--- src/rtl/signal_debouncer_if.sv ---
// rtl/signal_debouncer_if.sv - bundle of the debouncer's level inputs and qualified outputs
interface signal_debouncer_if;
  logic       rawIn;
  logic       enable;
  logic       clearGlitch;
  logic       debounced;
  logic       stable;
  logic [7:0] glitchCount;

  modport master (
    output rawIn,
    output enable,
    output clearGlitch,
    input  debounced,
    input  stable,
    input  glitchCount
  );

  modport slave (
    input  rawIn,
    input  enable,
    input  clearGlitch,
    output debounced,
    output stable,
    output glitchCount
  );
endinterface

--- src/rtl/signal_debouncer.sv ---
// rtl/signal_debouncer.sv - synchronise a bouncy level, accept it after DEBOUNCE_CYCLES agreeing samples
module signal_debouncer #(
  parameter int SYNC_STAGES     = 2,
  parameter int DEBOUNCE_CYCLES = 16,
  parameter int RESET_LEVEL     = 0
) (
  input  logic              clk,
  input  logic              reset,
  signal_debouncer_if.slave bus
);

  localparam int            CW      = $clog2(DEBOUNCE_CYCLES + 1);
  localparam logic [CW-1:0] D_CNT   = CW'(DEBOUNCE_CYCLES);
  localparam logic          RST_LVL = (RESET_LEVEL != 0);

  // Bit 0 is the debounced level and bit 1 marks qualification, so both
  // outputs come straight off a flop with no decode.
  typedef enum logic [1:0] {
    STABLE_LOW   = 2'b00,
    STABLE_HIGH  = 2'b01,
    QUALIFY_HIGH = 2'b10,
    QUALIFY_LOW  = 2'b11
  } state_e;

  localparam state_e RST_STATE = RST_LVL ? STABLE_HIGH : STABLE_LOW;

  logic [SYNC_STAGES-1:0] sync_q;
  logic                   sync_out;
  state_e                 state_q, state_d;
  logic [CW-1:0]          count_q, count_d;
  logic [CW-1:0]          count_inc;
  logic [7:0]             glitch_q, glitch_d;
  logic                   glitch_evt;
  logic                   deb;
  state_e                 hold_state;
  state_e                 flip_state;
  state_e                 qual_state;

  always_ff @(posedge clk or posedge reset) begin
    if (reset) begin
      sync_q <= {SYNC_STAGES{RST_LVL}};
    end else begin
      sync_q <= {sync_q[SYNC_STAGES-2:0], bus.rawIn};
    end
  end

  assign sync_out  = sync_q[SYNC_STAGES-1];
  assign deb       = state_q[0];
  assign count_inc = count_q + CW'(1);

  assign hold_state = deb ? STABLE_HIGH  : STABLE_LOW;
  assign flip_state = deb ? STABLE_LOW   : STABLE_HIGH;
  assign qual_state = deb ? QUALIFY_LOW  : QUALIFY_HIGH;

  always_ff @(posedge clk or posedge reset) begin
    if (reset) begin
      state_q  <= RST_STATE;
      count_q  <= '0;
      glitch_q <= 8'd0;
    end else begin
      state_q  <= state_d;
      count_q  <= count_d;
      glitch_q <= glitch_d;
    end
  end

  always_comb begin
    state_d    = state_q;
    count_d    = count_q;
    glitch_evt = 1'b0;
    if (!bus.enable) begin
      state_d = hold_state;
      count_d = '0;
    end else begin
      unique case (state_q)
        STABLE_LOW, STABLE_HIGH: begin
          if (sync_out != deb) begin
            if (DEBOUNCE_CYCLES == 1) begin
              state_d = flip_state;
              count_d = '0;
            end else begin
              state_d = qual_state;
              count_d = CW'(1);
            end
          end
        end
        QUALIFY_HIGH, QUALIFY_LOW: begin
          if (sync_out != deb) begin
            if (count_inc == D_CNT) begin
              state_d = flip_state;
              count_d = '0;
            end else begin
              count_d = count_inc;
            end
          end else begin
            state_d    = hold_state;
            count_d    = '0;
            glitch_evt = 1'b1;
          end
        end
        default: begin
          state_d = hold_state;
          count_d = '0;
        end
      endcase
    end
  end

  // Clear takes priority over a glitch landing on the same edge.
  always_comb begin
    glitch_d = glitch_q;
    if (bus.clearGlitch) begin
      glitch_d = 8'd0;
    end else if (glitch_evt && (glitch_q != 8'hFF)) begin
      glitch_d = glitch_q + 8'd1;
    end
  end

  assign bus.debounced   = state_q[0];
  assign bus.stable      = ~state_q[1];
  assign bus.glitchCount = glitch_q;

endmodule

--- src/flat_wrapper.sv ---
// flat-port wrapper written by rule: the top's interface ports become plain ports
module signal_debouncer_flat 
#(
  parameter int SYNC_STAGES     = 2,
  parameter int DEBOUNCE_CYCLES = 16,
  parameter int RESET_LEVEL     = 0
)
  (clk, reset, bus_rawIn, bus_enable, bus_clearGlitch, bus_debounced, bus_stable, bus_glitchCount);
  signal_debouncer_if bus_i ();
  input  logic clk;
  input  logic reset;
  input wire logic [$bits(bus_i.rawIn)-1:0] bus_rawIn;
  input wire logic [$bits(bus_i.enable)-1:0] bus_enable;
  input wire logic [$bits(bus_i.clearGlitch)-1:0] bus_clearGlitch;
  output wire logic [$bits(bus_i.debounced)-1:0] bus_debounced;
  output wire logic [$bits(bus_i.stable)-1:0] bus_stable;
  output wire logic [$bits(bus_i.glitchCount)-1:0] bus_glitchCount;
  assign bus_i.rawIn = bus_rawIn;
  assign bus_i.enable = bus_enable;
  assign bus_i.clearGlitch = bus_clearGlitch;
  assign bus_debounced = bus_i.debounced;
  assign bus_stable = bus_i.stable;
  assign bus_glitchCount = bus_i.glitchCount;
  signal_debouncer #(.SYNC_STAGES(SYNC_STAGES), .DEBOUNCE_CYCLES(DEBOUNCE_CYCLES), .RESET_LEVEL(RESET_LEVEL)) u_core (.clk(clk), .reset(reset), .bus(bus_i));
endmodule
--- config.mk ---
export PLATFORM = sky130hd
export DESIGN_NAME = signal_debouncer_flat
export DESIGN_NICKNAME = d
export VERILOG_FILES = /design/src/rtl/signal_debouncer_if.sv /design/src/rtl/signal_debouncer.sv /design/src/flat_wrapper.sv
export SDC_FILE = /design/constraint.sdc
export NUM_CORES = 1
export LEC_CHECK = 0
export ABC_AREA = 1
export ABC_CLOCK_PERIOD_IN_PS = 3100
export CAP_MARGIN = 10
export CORE_MARGIN = 8
export CORE_UTILIZATION = 59
export CTS_BUF_LIST = sky130_fd_sc_hd__clkbuf_4
export CTS_CLUSTER_SIZE = 30
export DETAILED_ROUTE_END_ITERATION = 16
export GPL_ROUTABILITY_DRIVEN = 0
export PLACE_DENSITY = 0.89
export SETUP_SLACK_MARGIN = 0.02
export SLEW_MARGIN = 20
export SYNTH_ARGS = -nofsm -noshare
export SYNTH_HDL_FRONTEND = slang
export SYNTH_SLANG_ARGS = --single-unit
--- constraint.sdc ---
create_clock -name clk -period 3.1 [get_ports clk]
set_clock_uncertainty 0.05 [all_clocks]
set_input_delay 0.775 -clock clk [delete_from_list [all_inputs] [get_ports clk]]
set_output_delay 0.775 -clock clk [all_outputs]
set_load 0.05 [all_outputs]
==> results.json <==
{
  "status": "finished clean",
  "post_cts_buffers": 0,
  "htree_levels": 1,
  "rsz0062_at_grt": "false",
  "clock_sinks": 17,
  "vdd_drop_max_mv": 0.413,
  "synth-simple-area-share_pct": 41.0,
  "nFillCells": 107,
  "cts_buffers": 3,
  "seq_area_frac_synth_pct": 43.5,
  "synthCells": 129,
  "via_per_inst": 5.52,
  "synth_edf_count": 0,
  "design_area_um2": 1170,
  "die_h_um": 56.7,
  "p_leak_nw": 0.599,
  "dieArea_um2": 3220,
  "cp.required_ps": 2270,
  "power.switching_w": 0.0000956,
  "yosysTopAreaCell": "dfrtp_1",
  "worst_slack_ps": 593,
  "drt_iter0_markers": 28,
  "io_buffer_count": 14,
  "syn_nets": 136,
  "synth_top_family_by_area": "simple AND/OR/NAND/NOR gates",
  "cts_hold_buffers": 0,
  "grt_max_degree": 18,
  "finalSetupViolations": 0,
  "cpPeakStageDelay_ps": 810,
  "path_clk_slew_ps": 100,
  "worstReg2RegEnd": "u_core.count_q[4]",
  "io_pins": 15,
  "ys_top_cells_by_area": "dfrtp_1, nand2_1, nand3_1",
  "path_class": "reg2out",
  "drive_above_1_share_pct": 8.16,
  "period_minus_slack_ps": 2510,
  "drc_errors": 0,
  "syn_avg_cell_area_um2": 7.58,
  "final.setup.tns_ps": 0,
  "synth_area_um2": 978,
  "antenna_found_initial": 0,
  "worst_path_max_delay_cell": "clkdlybuf4s50_1",
  "r2r-start": "u_core.count_q[0]",
  "start_util_pct": 64.2,
  "ys_warn_count": 0,
  "antenna_cells": 0,
  "vias": 899,
  "seq_area_um2": 425,
  "yosysTopAreaCellShare_pct": 43.5,
  "core_um2": 1520,
  "cp-start-kind": "register",
  "grt_pass1_vias": 822,
  "period_share_pct": 80.9,
  "cts-resized-gates": 0,
  "slew_viol_final": 0,
  "synth-xor-area-share_pct": 2.69,
  "dp_slack_ps": 919,
  "hold_end": "u_core.sync_q[1]",
  "cap_violations": 0,
  "track_usage_pct": 13.0,
  "worstHoldStart": "u_core.sync_q[0]",
  "timing.fmax_mhz": 399,
  "p_int_w": 0.000296,
  "rows": 14,
  "synthTopCellsByCount": "nand2_1, dfrtp_1, inv_1, nand3_1, nor2_1",
  "grt_overflow": 0,
  "yosysMostFrequentCell": "nand2_1",
  "cts_root_buffer": "clkbuf_4",
  "max-clock-path-buffers": 2,
  "combPwrFrac_pct": 8.8,
  "worst_slew_pin_slew_ps": 632,
  "cts_tree": "done",
  "synth_cell_types": 17,
  "ys_ff_latch": 17,
  "hold_depth": 0,
  "hp-class": "reg2reg",
  "p_seq_share_pct": 58.6,
  "critical_path_peak_fanout": 7,
  "cp-end-kind": "output pin",
  "power_density_nw_per_um2": 335,
  "routedWlPerCell_um": 12.3,
  "syn2layout_area_growth_pct": 19.4,
  "arrival_ps": 1680,
  "hold_violations": 0,
  "netSwitchingFraction_pct": 24.4,
  "synthArstFlopShare_pct": 100,
  "hpwl_mm": 1.50,
  "slew_headroom_pct": 57.8,
  "r2r_setup_slack_ps": 1580,
  "grt_pass1_wl_mm": 3.48,
  "firstDrtPassIters": 4,
  "wirelength_mm": 2.00,
  "path_cells": "inv_1 > clkdlybuf4s50_1",
  "synth-compound-area-share_pct": 3.32,
  "synthAdderAreaFrac_pct": 2.56,
  "muxShareOfSynthArea_pct": 0,
  "whs_ps": 312,
  "ys.flop_type": "dfrtp_1",
  "clk_latency_ps": 280,
  "clkPwrFrac_pct": 32.7,
  "fin_nets": 155,
  "reg2reg_depth": 8,
  "postPlaceCellArea_um2": 1140,
  "antenna_left": 0,
  "dieWidth_um": 56.7,
  "multi_input_area_um2": 485
}
power by group through the flow:
stage                     Clock, W  Sequential, W  Combinational (W)
after floorplan                  0       0.000234          0.0000196
after global placement           0       0.000233          0.0000339
after detailed placement         0       0.000234          0.0000345
after CTS                 0.000128       0.000229          0.0000347
after global routing      0.000140       0.000230          0.0000386
final                     0.000128       0.000229          0.0000343
metrics by stage:
stage	total power [W]	util [%]	instances
global route	0.000408	76.7	163
finish	0.000391	76.7	163
detailed placement	0.000268	74.7	159
global placement	0.000267	74.7	159
floorplan	0.000254	-	129
CTS	0.000392	76.7	163
layout by cell type, fill, tap and decap left out, types with 4 or more instances in the layout:
master,synthesis,layout
clkbuf_4,0,4
clkdlybuf4s50_1,0,14
dfrtp_1,17,17
inv_1,17,17
nand2_1,40,40
nand3_1,17,17
nand4_1,6,6
nor2_1,12,12
o21ai_0,4,4
kinds of logic after synthesis:
| kind of cell | Yosys count |
|---|---|
| buf+inv | 18 |
| xor+xnor | 3 |
| fa+ha+maj | 2 |
| flops | 17 |
| simple gates | 83 |
| compound gates | 6 |
routing by layer:
metal | GRT usage [%] | wire (µm) | part of all wire (%) | up-vias
met5 | 0 | 0 | 0 | -
met4 | 3.09 | 14 | 0.70 | 0
met3 | 4.04 | 136 | 6.8 | 2
met2 | 20.4 | 929 | 46 | 30
met1 | 16.8 | 917 | 46 | 415
li1 | - | - | - | 452
state kept, by name, summed over array words and instances, names as in the netlist:
| name | flops |
|---|---|
| u_core.sync_q | 2 |
| u_core.bus.glitchCount | 8 |
| u_core.state_q | 2 |
| u_core.count_q | 5 |
area by class of cell:
type / instances / share of cell area (%)
clock buffer: 4 / 2.57
inverter: 18 / 5.78
multi-input combinational: 94 / 41.5
sequential: 17 / 36.4
tap: 16 / 1.71
timing repair buffer: 14 / 12.0
worst max-delay path, delay by kind of cell, from the launching register on:
kind / cells / cell delay [ps]
DFF: 1 / 460
buffers and inverters: 2 / 940
how the worst max path moves through the flow:
stage,startpoint,to,slack (ps)
after global placement,u_core.state_q[1],bus_stable,930
after detailed placement,bus_enable,u_core.bus.glitchCount[0],920
after CTS,u_core.state_q[1],bus_stable,600
after global routing,u_core.state_q[1],bus_stable,510
after floorplan,u_core.bus.glitchCount[0],u_core.bus.glitchCount[5],1360
final,u_core.state_q[1],bus_stable,590
Note: power is estimated with default switching activity, not from simulation.
